--- config.mk ---
export PLATFORM = sky130hd
export DESIGN_NAME = dbg_bus_router
export DESIGN_NICKNAME = d
export VERILOG_FILES = /design/src/rtl/dbg_bus_router.sv
export SDC_FILE = /design/constraint.sdc
export NUM_CORES = 1
export LEC_CHECK = 0
export CAP_MARGIN = 5
export CORE_ASPECT_RATIO = 0.7
export CORE_MARGIN = 5
export CORE_UTILIZATION = 36
export CTS_CLUSTER_DIAMETER = 100
export DETAILED_ROUTE_END_ITERATION = 16
export PLACE_DENSITY = 0.76
export RECOVER_POWER = 100
export SETUP_SLACK_MARGIN = 0.15
export SYNTH_ARGS = -nofsm -noshare
export SYNTH_HDL_FRONTEND = slang
export SYNTH_SLANG_ARGS = --single-unit
--- constraint.sdc ---
create_clock -name clk -period 1.7 [get_ports clk]
set_input_delay 0.255 -clock clk [delete_from_list [all_inputs] [get_ports clk]]
set_output_delay 0.255 -clock clk [all_outputs]
set_load 0.02 [all_outputs]
--- src/rtl/dbg_bus_router.sv ---
// Single-outstanding debug transaction router: decodes the segment field of a host
// request, runs a req/ack handshake with one target and returns data/err with a timeout.
module dbg_bus_router #(
    parameter int Addr_width     = 14,
    parameter int Data_width     = 8,
    parameter int Timeout_cycles = 255
) (
    input  logic                  clk,
    input  logic                  rst,
    input  logic                  req_valid,
    output logic                  req_ready,
    input  logic [Addr_width-1:0] req_addr,
    input  logic                  req_write,
    input  logic [Data_width-1:0] req_wdata,
    output logic                  rsp_valid,
    input  logic                  rsp_ready,
    output logic [Data_width-1:0] rsp_rdata,
    output logic                  rsp_err,
    output logic [Addr_width-3:0] tgt_addr,
    output logic                  tgt_write,
    output logic [Data_width-1:0] tgt_wdata,
    output logic                  ctl_req,
    output logic                  rom_req,
    output logic                  ram_req,
    input  logic                  ctl_ack,
    input  logic                  rom_ack,
    input  logic                  ram_ack,
    input  logic [Data_width-1:0] ctl_rdata,
    input  logic [Data_width-1:0] rom_rdata,
    input  logic [Data_width-1:0] ram_rdata
);
    localparam int Cnt_width = $clog2(Timeout_cycles + 1);
    localparam logic [Cnt_width-1:0] Cnt_last = Cnt_width'(Timeout_cycles - 1);

    typedef enum logic [1:0] {IDLE, ISSUE, RESP} state_t;

    state_t                state_q, state_d;
    logic [Cnt_width-1:0]  cnt_q, cnt_d;
    logic [2:0]            req_q, req_d;        // one-hot {ram, rom, ctl}
    logic [Addr_width-3:0] tgt_addr_q, tgt_addr_d;
    logic                  tgt_write_q, tgt_write_d;
    logic [Data_width-1:0] tgt_wdata_q, tgt_wdata_d;
    logic [Data_width-1:0] rsp_rdata_q, rsp_rdata_d;
    logic                  rsp_err_q, rsp_err_d;

    logic [1:0]            seg;
    logic [2:0]            ack_vec;
    logic [Data_width-1:0] sel_rdata;

    assign seg     = req_addr[Addr_width-1:Addr_width-2];
    assign ack_vec = {ram_ack, rom_ack, ctl_ack};

    // req_q is one-hot, so an AND-OR mux selects the active target's data.
    assign sel_rdata = ({Data_width{req_q[0]}} & ctl_rdata)
                     | ({Data_width{req_q[1]}} & rom_rdata)
                     | ({Data_width{req_q[2]}} & ram_rdata);

    always_comb begin
        state_d     = state_q;
        cnt_d       = cnt_q;
        req_d       = req_q;
        tgt_addr_d  = tgt_addr_q;
        tgt_write_d = tgt_write_q;
        tgt_wdata_d = tgt_wdata_q;
        rsp_rdata_d = rsp_rdata_q;
        rsp_err_d   = rsp_err_q;
        case (state_q)
            IDLE: begin
                if (req_valid) begin
                    tgt_addr_d  = req_addr[Addr_width-3:0];
                    tgt_write_d = req_write;
                    tgt_wdata_d = req_wdata;
                    cnt_d       = '0;
                    if (seg == 2'd3) begin
                        state_d     = RESP;
                        rsp_err_d   = 1'b1;
                        rsp_rdata_d = '0;
                    end else begin
                        state_d = ISSUE;
                        req_d   = 3'b001 << seg;
                    end
                end
            end
            ISSUE: begin
                // An ack in the last allowed cycle takes priority over the timeout.
                if ((req_q & ack_vec) != 3'b000) begin
                    state_d     = RESP;
                    req_d       = 3'b000;
                    rsp_rdata_d = tgt_write_q ? '0 : sel_rdata;
                    rsp_err_d   = 1'b0;
                end else if (cnt_q >= Cnt_last) begin
                    state_d     = RESP;
                    req_d       = 3'b000;
                    rsp_rdata_d = '0;
                    rsp_err_d   = 1'b1;
                end else begin
                    cnt_d = cnt_q + 1'b1;
                end
            end
            RESP: begin
                if (rsp_ready) begin
                    state_d = IDLE;
                end
            end
            default: begin
                state_d = IDLE;
                req_d   = 3'b000;
            end
        endcase
    end

    always_ff @(posedge clk) begin
        if (rst) begin
            state_q     <= IDLE;
            cnt_q       <= '0;
            req_q       <= 3'b000;
            tgt_addr_q  <= '0;
            tgt_write_q <= 1'b0;
            tgt_wdata_q <= '0;
            rsp_rdata_q <= '0;
            rsp_err_q   <= 1'b0;
        end else begin
            state_q     <= state_d;
            cnt_q       <= cnt_d;
            req_q       <= req_d;
            tgt_addr_q  <= tgt_addr_d;
            tgt_write_q <= tgt_write_d;
            tgt_wdata_q <= tgt_wdata_d;
            rsp_rdata_q <= rsp_rdata_d;
            rsp_err_q   <= rsp_err_d;
        end
    end

    assign req_ready = (state_q == IDLE);
    assign rsp_valid = (state_q == RESP);
    assign rsp_rdata = rsp_rdata_q;
    assign rsp_err   = rsp_err_q;
    assign tgt_addr  = tgt_addr_q;
    assign tgt_write = tgt_write_q;
    assign tgt_wdata = tgt_wdata_q;
    assign ctl_req   = req_q[0];
    assign rom_req   = req_q[1];
    assign ram_req   = req_q[2];
endmodule

==> impl_metrics.json <==
{
  "place_worst_setup_slack_ps": -183,
  "antenna_found_initial": 0,
  "slew_headroom": 0.717,
  "mostFrequentLayoutCells": "clkdlybuf4s50_1, nand2_1, dfxtp_1, a21oi_1, buf_4",
  "ys_types": 33,
  "startpoint_type": "flip-flop",
  "crit_family": "buffers and inverters",
  "wl_per_cell_um": 14.6,
  "path_cells": "dlygate4sd3_1",
  "io_pins": 89,
  "clockBufferDepth": 2,
  "place_inst": 376,
  "worst_ep_required_time_ps": 1440,
  "syn_inst": 212,
  "grt_pass1_wl_um": 8760,
  "setup_viol": 0,
  "die_x_um": 93.9,
  "power_uw": 2340,
  "vias_per_cell": 4.94,
  "rows": 21,
  "syn_to_final_growth_pct": 66.5,
  "setup_tns_ps": 0,
  "nets": 373,
  "grt_max_degree": 22,
  "num_antenna_cells": 0,
  "status": "finished, final reports clean",
  "grt_setup_unrepaired": "true",
  "syn_avg_cell_area_um2": 8.37,
  "cts_tree": "built",
  "final_antenna_net_count": 0,
  "hold_path_class": "reg2reg",
  "fin_crit_ps": 1600,
  "cts_sinks": 43,
  "clkTransAtPathRegs_ps": 80,
  "p_leak_uw": 0.00116,
  "skew_ps": 9.91,
  "synth_nets": 268,
  "worstMarginPinSlew_ps": 423,
  "io_buffers": 88,
  "core_area_um2": 4780,
  "crit_slowest_cell": "dlygate4sd3_1",
  "via_count": 1913,
  "power_per_cell_area_nw_per_um2": 793,
  "endpoint_kind": "primary output",
  "grt_overflow_total": 0,
  "routed_wl_um": 5640,
  "numCtsBuffers": 5,
  "finalMaxSlewViolations": 0,
  "utilization": 0.618,
  "post-route-period-util": 0.944,
  "h-tree-depth": 2,
  "crit_arrival_ps": 1350,
  "drc": 0,
  "hold_viol": 0,
  "grt_pass1_vias": 1790,
  "ys_seq_elements": 43,
  "fin_ws_ps": 96.0,
  "dp.final_hpwl_um": 4110,
  "die_h_um": 68.8,
  "finalNonFillerCells": 387,
  "yosysWarnings": 0,
  "cap_violations": 0,
  "crit_path_max_incr_delay_ps": 700,
  "layout_commonest_cell": "clkdlybuf4s50_1",
  "path_buf_inv": 1,
  "ir_drop_v": 0.000538,
  "drtIter0Drc": 116,
  "crit_type": "reg2out",
  "syn-cell-area_um2": 1780,
  "root_buffer": "clkbuf_8",
  "insertion_delay_ps": 300,
  "start_util": 0.371,
  "die_area_um2": 6460,
  "fmax_ghz": 0.623,
  "path_max_fanout": 2,
  "gr-usage-all-layers": 0.174,
  "dr.pass1.iters": 5,
  "place_congestion": 0.841,
  "drive_above_1_share": 0.154,
  "synth.yosys.seq_area_share": 0.485
}
[metal layers]
layer | wire length [µm] | up-vias | share of wire | global-route usage
met3 | 606 | 6 | 0.11 | 0.0748
li1 | - | 959 | - | -
met5 | 0 | - | 0 | 0
met1 | 2510 | 864 | 0.44 | 0.228
met2 | 2480 | 84 | 0.44 | 0.266
met4 | 46 | 0 | 0.0082 | 0.0432
[stage by stage]
step	hold WS, ps	area [µm²]
CTS	458	2960
floorplan	391	1800
detailed placement	448	2860
global route	470	2960
global placement	440	2860
finish	450	2960
[flip-flops by register name, indices dropped and copies added, names as in the netlist]
signal,flops
cnt_q,8
req_q,3
rsp_err,1
rsp_rdata,8
state_q,2
tgt_addr,12
tgt_wdata,8
tgt_write,1
[power by group]
| group | internal (µW) | switching [µW] | total, µW |
|---|---|---|---|
| Sequential | 1060 | 36.8 | 1100 |
| Combinational | 275 | 300 | 576 |
| Clock | 328 | 342 | 670 |
| Total | 1670 | 679 | 2340 |
[area by class of cell]
class | count | area (µm²)
fill | 426 | 1830
timing repair buffer | 112 | 962
multi-input combinational | 153 | 941
sequential | 43 | 867
clock buffer | 7 | 86.3
tap | 69 | 86.3
inverter | 2 | 7.51
clock inverter | 1 | 5.00
[Yosys cell counts]
| cell type | number | share of area |
|---|---|---|
| nand2_1 | 50 | 0.11 |
| dfxtp_1 | 43 | 0.48 |
| a21oi_1 | 31 | 0.087 |
| clkbuf_1 | 13 | 0.027 |
| nor2_1 | 11 | 0.023 |
| a222oi_1 | 9 | 0.051 |
| o2bb2ai_1 | 8 | 0.039 |
| o21ai_0 | 6 | 0.017 |
| or3_1 | 4 | 0.014 |
| and2_1 | 3 | 0.011 |
| nand2b_1 | 3 | 0.011 |
| nor2b_1 | 3 | 0.011 |
| nor3_1 | 3 | 0.0085 |
| ha_1 | 2 | 0.014 |
| inv_1 | 2 | 0.0042 |
| nand3_1 | 2 | 0.0056 |
| nand4_1 | 2 | 0.0070 |
| nor3b_1 | 2 | 0.0085 |
| a21o_1 | 1 | 0.0042 |
| a21oi_2 | 1 | 0.0049 |
| and3_1 | 1 | 0.0035 |
| buf_6 | 1 | 0.0063 |
| mux2i_1 | 1 | 0.0056 |
| nor4_1 | 1 | 0.0035 |
| o2111ai_1 | 1 | 0.0049 |
| o211a_1 | 1 | 0.0056 |
| o211ai_1 | 1 | 0.0042 |
| o211ai_2 | 1 | 0.0070 |
| o21a_1 | 1 | 0.0042 |
| o21ai_1 | 1 | 0.0028 |
| or2_2 | 1 | 0.0035 |
| xnor2_1 | 1 | 0.0049 |
| xor2_1 | 1 | 0.0049 |
[repair_timing]
action                     4_1_cts  5_1_grt
hold buffers                     0        0
setup endpoints to repair       22       37
setup buffers                    1        2
resized for setup                7       37
pin swaps                        2        7
[path summary, 6_finish.rpt]
path	slack, ps	end	cells after the start	start
worst max-delay path	100	rsp_rdata[4]	1	rsp_rdata[4]
worst max register to register	130	cnt_q[6]	7	cnt_q[0]
worst min-delay path	450	tgt_addr[2]	2	tgt_addr[2]
worst min register to register	450	tgt_addr[2]	2	tgt_addr[2]
[cells by family after synthesis]
logic type / count (synthesis) / share of synthesized area
buffers and inverters: 16 / 0.0381
AOI/OAI and AO/OA: 62 / 0.233
xor gates and xnor gates: 2 / 0.00987
muxes: 1 / 0.00564
and+or+nand+nor: 86 / 0.215
DFF: 43 / 0.485
adders and majority gates: 2 / 0.0141
Power figures use the tool's default switching activity.
